**config.mk**
```make
export PLATFORM = sky130hd
export DESIGN_NAME = bullet_scheduler
export DESIGN_NICKNAME = d
export VERILOG_FILES = /design/src/rtl/bullet_scheduler.sv
export SDC_FILE = /design/constraint.sdc
export NUM_CORES = 1
export LEC_CHECK = 0
export BUFFER_PORTS_ARGS = -buffer_cell sky130_fd_sc_hd__buf_4
export CAP_MARGIN = 20
export CORE_MARGIN = 3
export CORE_UTILIZATION = 35
export CTS_CLUSTER_SIZE = 10
export DETAILED_ROUTE_END_ITERATION = 10
export SLEW_MARGIN = 0
export SYNTH_ARGS = -nofsm -noshare
export SYNTH_HDL_FRONTEND = slang
export SYNTH_SLANG_ARGS = --single-unit
```
**constraint.sdc**
```tcl
create_clock -name clk_60hz -period 5.5 [get_ports clk_60hz]
set_input_delay 0.55 -clock clk_60hz [delete_from_list [all_inputs] [get_ports clk_60hz]]
set_output_delay 0.55 -clock clk_60hz [all_outputs]
set_load 0.005 [all_outputs]
```
**src/rtl/bullet_scheduler.sv**
```systemverilog
// bullet_scheduler: shares a pool of bullet slots between player and enemy shooters with cooldown and round-robin arbitration
module bullet_scheduler #(
  parameter int NUM_SLOTS = 8,
  parameter int COOLDOWN  = 15,
  parameter int CNT_W     = 8
) (
  input  logic                 clk_60hz,
  input  logic                 reset,
  input  logic                 fire_player,
  input  logic                 fire_enemy,
  input  logic [9:0]           player_x,
  input  logic [9:0]           enemy_x,
  input  logic [NUM_SLOTS-1:0] slot_in_use,
  output logic [NUM_SLOTS-1:0] start_bullet,
  output logic                 direction,
  output logic [9:0]           bullet_x,
  output logic                 grant_player,
  output logic                 grant_enemy,
  output logic [CNT_W-1:0]     drop_count
);
  logic                 fire_p_q, fire_e_q, pend_p_q, pend_e_q, rr_q;
  logic                 pend_p_d, pend_e_d, rr_d;
  logic [CNT_W-1:0]     cd_p_q, cd_e_q, drop_q, cd_p_d, cd_e_d, drop_d;
  logic [NUM_SLOTS-1:0] start_q, start_d, free, sel;
  logic                 dir_q, dir_d, gnt_p_q, gnt_p_d, gnt_e_q, gnt_e_d;
  logic [9:0]           bx_q, bx_d;
  logic                 any_free, win_p, win_e;
  logic [CNT_W:0]       drop_sum;
  // Arbitrate pending shooters onto the lowest free slot not granted last cycle
  always_comb begin
    free     = ~slot_in_use & ~start_q;
    sel      = free & (~free + NUM_SLOTS'(1));
    any_free = |free;
    win_p    = any_free & pend_p_q & (~pend_e_q | ~rr_q);
    win_e    = any_free & pend_e_q & (~pend_p_q | rr_q);
    pend_p_d = pend_p_q ? any_free & ~win_p : fire_player & ~fire_p_q & (cd_p_q == '0);
    pend_e_d = pend_e_q ? any_free & ~win_e : fire_enemy & ~fire_e_q & (cd_e_q == '0);
    cd_p_d   = win_p ? CNT_W'(COOLDOWN) : cd_p_q - CNT_W'(cd_p_q != '0);
    cd_e_d   = win_e ? CNT_W'(COOLDOWN) : cd_e_q - CNT_W'(cd_e_q != '0);
    drop_sum = {1'b0, drop_q} + (CNT_W+1)'(~any_free & pend_p_q) + (CNT_W+1)'(~any_free & pend_e_q);
    drop_d   = drop_sum[CNT_W] ? '1 : drop_sum[CNT_W-1:0];
    rr_d     = rr_q ^ (pend_p_q & pend_e_q & any_free);
    start_d  = (win_p | win_e) ? sel : '0;
    dir_d    = win_p;
    bx_d     = win_p ? player_x : win_e ? enemy_x : '0;
    gnt_p_d  = win_p;
    gnt_e_d  = win_e;
  end
  // Frame-rate state; fire history resets as if held so a button down through reset needs a release first
  always_ff @(posedge clk_60hz or posedge reset) begin
    if (reset) begin
      fire_p_q <= 1'b1;
      fire_e_q <= 1'b1;
      pend_p_q <= 1'b0;
      pend_e_q <= 1'b0;
      rr_q     <= 1'b0;
      cd_p_q   <= '0;
      cd_e_q   <= '0;
      drop_q   <= '0;
      start_q  <= '0;
      dir_q    <= 1'b0;
      bx_q     <= '0;
      gnt_p_q  <= 1'b0;
      gnt_e_q  <= 1'b0;
    end else begin
      fire_p_q <= fire_player;
      fire_e_q <= fire_enemy;
      pend_p_q <= pend_p_d;
      pend_e_q <= pend_e_d;
      rr_q     <= rr_d;
      cd_p_q   <= cd_p_d;
      cd_e_q   <= cd_e_d;
      drop_q   <= drop_d;
      start_q  <= start_d;
      dir_q    <= dir_d;
      bx_q     <= bx_d;
      gnt_p_q  <= gnt_p_d;
      gnt_e_q  <= gnt_e_d;
    end
  end
  assign start_bullet = start_q;
  assign direction    = dir_q;
  assign bullet_x     = bx_q;
  assign grant_player = gnt_p_q;
  assign grant_enemy  = gnt_e_q;
  assign drop_count   = drop_q;
endmodule

```
==> summary.txt, run 1 <==
STA
  – Least-Margin Pin Slew: 573 ps
  – Aggregate negative setup slack: 0 ps
  – Peak Freq: 387 MHz
  – RSZ-0062 raised after global routing: no
  – Fin crit share: 0.470
  – Final setup vio count: 0
  – Final Hold Fails: 0
  – Max Slew Vio Count: 0
  – Max transition margin: 0.618
  – Clock Skew: around 2.2 ps
  – Final min period: about 2600 ps

Global route
  – Initial antenna violation count: 0
  – Gr usage total: 0.134
  – Grt total ovfl: 0
  – Number of global-route vias before repair: ~1600
  – First-pass GRT wire length: 7780 um
  – Largest net degree at the start of global routing: 50

Final layout
  – Layout cells sized above 1: 0.308
  – Fillers: between 500 and 600
  – Nets: approximately 300
  – P&R area growth vs syn: 30.1%
  – N_diodes: 0

CTS
  – Clk buf depth: 2
  – CTS sink count: just under 50
  – Quantity of gates resized following cts: 0
  – CTS clk-pin slew, worst paths: 80 ps
  – CTS tree: built
  – Worst skew pair latency: 290 ps
  – H-tree depth: 2
  – Root Driver: clkbuf_8
  – Cts bufs inserted: 5
  – Post-CTS Setup Bufs: 0
  – Hold_buf cts: 0

Placed design
  – Dpl hpwl: ~3500 um
  – RePlAce Congestion: just over 0.8
  – PortBufs: 60

Drt
  – Routed WL: around 4700 um
  – Initial DRC count: 83
  – Drt via density: roughly 5.1
  – Routed WL per cell: roughly 14 um
  – Routed vias: roughly 1700
  – Antenna Violating Nets Remaining: 0
  – DRC Markers: 0
  – 1st-pass router iterations: 4

Critical path
  – Critical path type: flop to flop
  – Startpoint Class: flop
  – Worst-path maximum fanout: 18
  – CP Data Required Time: between 5000 and 6000 ps
  – Reg2Reg Depth: 8
  – R2r setup slk: 2910 ps
  – Critical path data arrival time: approximately 2800 ps
  – Worst r2r src: start_bullet[5]$_DFF_PP0_
  – Capturing point of the worst reg2reg path: drop_count[6]$_DFF_PP0_
  – CP Capture Type: flop
  – Worst setup path startpoint: start_bullet[5]$_DFF_PP0_

Die
  – Chip Height: approximately 85 um
  – Initial Util: 0.366
  – Die area: roughly 7200 um2
  – Die W: roughly 85 um
  – Num rows: 28
  – Top Ports: 61
  – Core footprint: around 6000 um2

Synthesis
  – Yosys cell types: 43
  – Post-synth top area cell: dfrtp_1
  – Syn Nets: 235
  – Top cells by area, synth: dfrtp_1 (54%), a32oi_1 (4.0%), nor2_1 (3.4%)
  – Synth warn: 0
  – Synthesized instance count: ~200
  – Sequential-to-total area share from yosys stat: 0.561
  – Synth Area per Inst: roughly 11 um2
  – Top FF cell, synth: dfrtp_1
  – Synthesized area: roughly 2200 um2
  – Synth cell count leaders: dfrtp_1 (47), nor2_1 (20), o21ai_0 (12), a32oi_1 (10), nand2_1 (9)
  – Synth top area share: 0.537
  – Async set-reset flop share out of synthesis: 1.00
  – Cell with the most instances after synthesis: dfrtp_1
  – Synthesized flop and latch total: 49
  – Post-synth EDFFs: 0

Pwr
  – P_sw: between 150 and 200 uW
  – LEAKAGE: roughly 1.4 nW
  – Internal: approximately 610 uW
  – Sequential share of power: 0.528
  – Switching Share: 0.247
  – Clock network fraction of design power: 0.320
  – Cell Pwr Density: approximately 280 nW/um2
  – Worst VDD drop: 136 uV
  – Comb pwr share: 0.152
  – Pwr Total: 806 uW

Run
  – Max-Cap Viols: 0

Hold path
  – Worst hold path type: primary input to async pin

Status
  – Status: complete, no violations
-- power by group through the flow --
stage | Clock [mW] | Sequential [mW] | Combinational, mW
after CTS | 0.268 | 0.426 | 0.122
after floorplan | 0 | 0.423 | 0.0857
after global placement | 0 | 0.432 | 0.118
after detailed placement | 0 | 0.433 | 0.122
after global routing | 0.284 | 0.432 | 0.143
final | 0.258 | 0.426 | 0.123
-- final cells by class --
class | count | area, um2 | share of cell area
Sequential cell | 49 | 1230 | 0.431
Clock inverter | 1 | 30.0 | 0.0105
Multi-Input combinational cell | 135 | 898 | 0.315
Inverter | 8 | 30.0 | 0.0105
Tap cell | 75 | 93.8 | 0.0329
Timing Repair Buffer | 63 | 485 | 0.170
Clock buffer | 7 | 86.3 | 0.0303
-- state kept, by name (all words and copies together) (netlist names) --
register      cells
cd_p_q            8
grant_player      1
fire_e_q          1
pend_e_q          1
grant_enemy       1
rr_q              1
pend_p_q          1
start_bullet      8
fire_p_q          1
drop_count        8
bullet_x         10
cd_e_q            8
-- cell families (layout without fill, tap and decap cells) --
kind of cell,count (synthesis),count (layout),share of synthesized area
fa+ha+maj,5,5,0.0320
flops,49,49,0.561
simple gates,73,73,0.187
mux,1,1,0.00514
buf+inv,14,79,0.0297
compound gates,48,48,0.154
xor+xnor,8,8,0.0320
-- how the worst max path moves through the flow --
stage	to	slack, ps	depth (start not counted)
4_1_cts	drop_count[6]$_DFF_PP0_	2910	8
5_1_grt	drop_count[6]$_DFF_PP0_	2790	8
3_3_place_gp	drop_count[6]$_DFF_PP0_	2750	9
3_5_place_dp	drop_count[6]$_DFF_PP0_	2660	9
2_1_floorplan	drop_count[6]$_DFF_PP0_	2990	7
6_report	drop_count[6]$_DFF_PP0_	2910	8
-- worst max-delay path, stage by stage (launching register included) --
cell and delay [ps]:
dfrtp_1 420, o22ai_1 370, nor4_2 90, buf_4 210, and2_1 180, fa_1 460
and4_1 240, and3_1 230, mux2_2 270
-- through the flow --
step | instance area, um2 | util | std cells | hold slack, ps | worst slack, ps
after floorplan | 2190 | - | 198 | 475 | 2990
final | 2850 | 0.476 | 338 | 133 | 2910
after CTS | 2830 | 0.473 | 337 | 358 | 2910
after global placement | 2720 | 0.453 | 329 | 478 | 2750
after global routing | 2850 | 0.476 | 338 | 117 | 2790
after detailed placement | 2720 | 0.453 | 329 | 482 | 2660
-- per-layer routing --
layer,vias to the layer above,wire [um],track usage
met5,-,0,0
met4,0,36,0.0345
met3,2,280,0.0417
met2,43,2160,0.203
met1,815,2200,0.187
li1,864,-,-
-- cell usage in the layout (no fill, tap or decap), types with 2 or more instances in the layout --
cell type,count
a21oi_1,6
a22oi_1,3
a32oi_1,10
and2_1,4
and3_1,2
buf_4,62
clkbuf_8,6
dfrtp_1,47
dfstp_2,2
ha_1,4
inv_1,7
nand2_1,9
nand2b_1,4
nand4_1,3
nor2_1,20
nor3_1,4
nor3b_1,3
nor4_1,6
o21ai_0,12
o22a_1,4
o22ai_1,5
o31ai_1,3
or3_1,6
or3_2,2
or4_1,2
or4_4,2
xnor2_1,7
(Power assumes the default switching activity.)
==> run 2, diff against run 1 <==
ABC_AREA = 1   (was default)
clock period = 2.45 ns   (was 5.5 ns; I/O delays follow)
==> summary.txt, run 2 <==
Final layout
  – Nets: 388 (was 299)
  – N_diodes: 0 (unchanged)
  – P&R area growth vs syn: 26.5% (was 30.1%)
  – Most frequent cells in the layout: buf_4 (64), nand2_1 (55), inv_1 (50) (was buf_4 (62), dfrtp_1 (47), nor2_1 (20))
  – Final Util: 0.460 (was 0.476)
  – Layout cells sized above 1: 0.307 (was 0.308)
  – Most common cell after layout, fill and taps aside: buf_4 (unchanged)
  – Max reg flops: 10 (unchanged)

Synthesis
  – Top cells by area, synth: dfrtp_1 (47%), nand2_1 (8.3%), inv_1 (7.7%) (was dfrtp_1 (54%), a32oi_1 (4.0%), nor2_1 (3.4%))
  – Synth Area per Inst: 8.62 um2 (was 11.1 um2)
  – Post-synth EDFFs: 0 (unchanged)
  – Yosys cell types: 26 (was 43)
  – Synthesized flop and latch total: 49 (unchanged)
  – Top FF cell, synth: dfrtp_1 (unchanged)
  – Post-synth top area cell: dfrtp_1 (unchanged)
  – Async set-reset flop share out of synthesis: 1.00 (unchanged)
  – Cell with the most instances after synthesis: nand2_1 (was dfrtp_1)
  – Synthesized area: 2480 um2 (was 2190 um2)
  – Synth cell count leaders: nand2_1 (55), inv_1 (51), dfrtp_1 (47), nor2_1 (27), nand4_1 (22) (was dfrtp_1 (47), nor2_1 (20), o21ai_0 (12), a32oi_1 (10), nand2_1 (9))
  – Syn Nets: 325 (was 235)
  – Synth top area share: 0.474 (was 0.537)
  – Synth warn: 0 (unchanged)
  – Synthesized instance count: 288 (was 198)
  – Sequential-to-total area share from yosys stat: 0.495 (was 0.561)

STA
  – Least-Margin Pin Slew: 517 ps (was 573 ps)
  – Final Hold Fails: 0 (unchanged)
  – Max Slew Vio Count: 0 (unchanged)
  – Peak Freq: 494 MHz (was 387 MHz)
  – Final setup vio count: 0 (unchanged)
  – Aggregate negative setup slack: 0 ps (unchanged)
  – Clock Skew: 9.23 ps (was 2.21 ps)
  – Fin crit share: 0.826 (was 0.470)
  – Final min period: 2020 ps (was 2590 ps)
  – RSZ-0062 raised after global routing: no (unchanged)
  – Max transition margin: 0.654 (was 0.618)

Die
  – Chip Height: 90.2 um (was 85.1 um)
  – Die W: 90.2 um (was 85.1 um)
  – Die area: 8140 um2 (was 7250 um2)
  – Num rows: 30 (was 28)
  – Top Ports: 61 (unchanged)
  – Core footprint: 6830 um2 (was 5990 um2)
  – Initial Util: 0.364 (was 0.366)

Drt
  – DRC Markers: 0 (unchanged)
  – Initial DRC count: 49 (was 83)
  – Routed WL: 4740 um (was 4670 um)
  – Routed WL per cell: 10.6 um (was 13.8 um)
  – 1st-pass router iterations: 4 (unchanged)
  – Drt via density: 4.34 (was 5.10)
  – Antenna Violating Nets Remaining: 0 (unchanged)
  – Routed vias: 1943 (was 1724)

Pwr
  – Cell Pwr Density: 718 nW/um2 (was 283 nW/um2)
  – Worst VDD drop: 306 uV (was 136 uV)
  – LEAKAGE: 1.74 nW (was 1.36 nW)

Critical path
  – CP Data Required Time: 2630 ps (was 5680 ps)
  – Capturing point of the worst reg2reg path: drop_count[1]$_DFF_PP0_ (was drop_count[6]$_DFF_PP0_)
  – R2r setup slk: 430 ps (was 2910 ps)
  – Worst-path maximum fanout: 27 (was 18)
  – CP Capture Type: flop (unchanged)
  – Critical path data arrival time: 2200 ps (was 2770 ps)
  – Worst r2r src: start_bullet[4]$_DFF_PP0_ (was start_bullet[5]$_DFF_PP0_)
  – Startpoint Class: flop (unchanged)
  – Reg2Reg Depth: 13 (was 8)
  – Critical path type: flop to flop (unchanged)

Hold path
  – HP Start: fire_player
  – Hold EP: fire_p_q$_DFF_PP1_
  – Worst hold path type: primary input to flop (was primary input to async pin)
  – Hold depth: 1

Status
  – Status: complete, no violations (unchanged)

Placed design
  – RePlAce Congestion: 0.762 (was 0.805)
  – Dpl hpwl: 3590 um (was 3480 um)
  – PortBufs: 60 (unchanged)

Global route
  – Gr usage total: 0.120 (was 0.134)
  – Largest net degree at the start of global routing: 28 (was 50)
  – Grt total ovfl: 0 (unchanged)
  – Number of global-route vias before repair: 1861 (was 1609)
  – Initial antenna violation count: 0 (unchanged)
  – First-pass GRT wire length: 8070 um (was 7780 um)

CTS
  – Worst skew pair latency: 300 ps (was 290 ps)
  – Root Driver: clkbuf_8 (unchanged)
  – H-tree depth: 2 (unchanged)
  – CTS tree: built (unchanged)
  – Clk buf depth: 2 (unchanged)
  – CTS clk-pin slew, worst paths: 90 ps (was 80 ps)
  – CTS sink count: 49 (unchanged)
  – Cts bufs inserted: 5 (unchanged)
  – Post-CTS Setup Bufs: 0 (unchanged)

Run
  – Max-Cap Viols: 0 (unchanged)
[run 2: cell count changes in the layout (fill, tap and decap cells not counted), moves of 9 or more]
| cell | change |
|---|---|
| inv_2 | +9 |
| a32oi_1 | -10 |
| nand3_1 | +17 |
| o21ai_0 | -9 |
| nand4_1 | +19 |
| inv_1 | +43 |
| nand2_1 | +46 |
[run 2: cells by family after synthesis]
family | Yosys count | synth area share
DFF | 49 | 0.495
AOI/OAI and AO/OA | 8 | 0.0186
xor gates and xnor gates | 7 | 0.0247
buffers and inverters | 69 | 0.118
and+or+nand+nor | 150 | 0.316
adders and majority gates | 5 | 0.0282
[run 2: what timing repair did]
item                      in CTS  in global routing
gates resized for setup        0                  0
hold buffers                   1                  0
hold endpoints to repair      19                  0
[run 2: worst max path at each step]
stage,to,cells after the start,startpoint
floorplan,drop_count[1]$_DFF_PP0_,14,start_bullet[4]$_DFF_PP0_
global placement,drop_count[2]$_DFF_PP0_,13,start_bullet[4]$_DFF_PP0_
global route,drop_count[2]$_DFF_PP0_,13,start_bullet[4]$_DFF_PP0_
CTS,drop_count[1]$_DFF_PP0_,13,start_bullet[4]$_DFF_PP0_
finish,drop_count[1]$_DFF_PP0_,13,start_bullet[4]$_DFF_PP0_
detailed placement,drop_count[4]$_DFF_PP0_,13,start_bullet[4]$_DFF_PP0_
[run 2: critical path, cell delays in order (launching register included)]
cell and delay (ps):
dfrtp_1 380, inv_1 60, nand2_2 80, nand2_4 100, nor2_8 50, nand2_8 160
nor2_2 60, fa_1 400, nand2_1 110, nor2_2 50, nand2_1 100, inv_1 60
nand2_1 160, o21ai_0 120
[run 2: metal layers]
metal,vias up,track usage,part of all wire
li1,1007,-,-
met1,883,0.142,0.45
met2,45,0.210,0.49
met3,8,0.0326,0.052
met4,0,0.0421,0.014
met5,-,0,0
[run 2: cell type report]
cell class,count,area (um2)
inverter,60,225
multi-input combinational,170,962
fill,702,3690
sequential,49,1230
timing repair buffer,65,490
clock buffer,7,86.3
tap,96,120
clock inverter,1,30.0
[run 2: stage by stage]
step	hold WS [ps]	setup slack [ps]	cells	instance area (um2)	power, mW
floorplan	249	507	288	2480	1.54
global placement	334	461	439	3020	1.68
detailed placement	327	405	439	3020	1.69
CTS	49.3	399	448	3140	2.29
global route	46.8	188	448	3140	2.44
finish	59.4	427	448	3140	2.26
[run 2: report_power, final]
part	internal [mW]	total [mW]	switching (mW)
logic	0.273	0.611	0.338
registers	0.957	1.05	0.0976
clock network	0.333	0.590	0.257
total	1.56	2.26	0.693
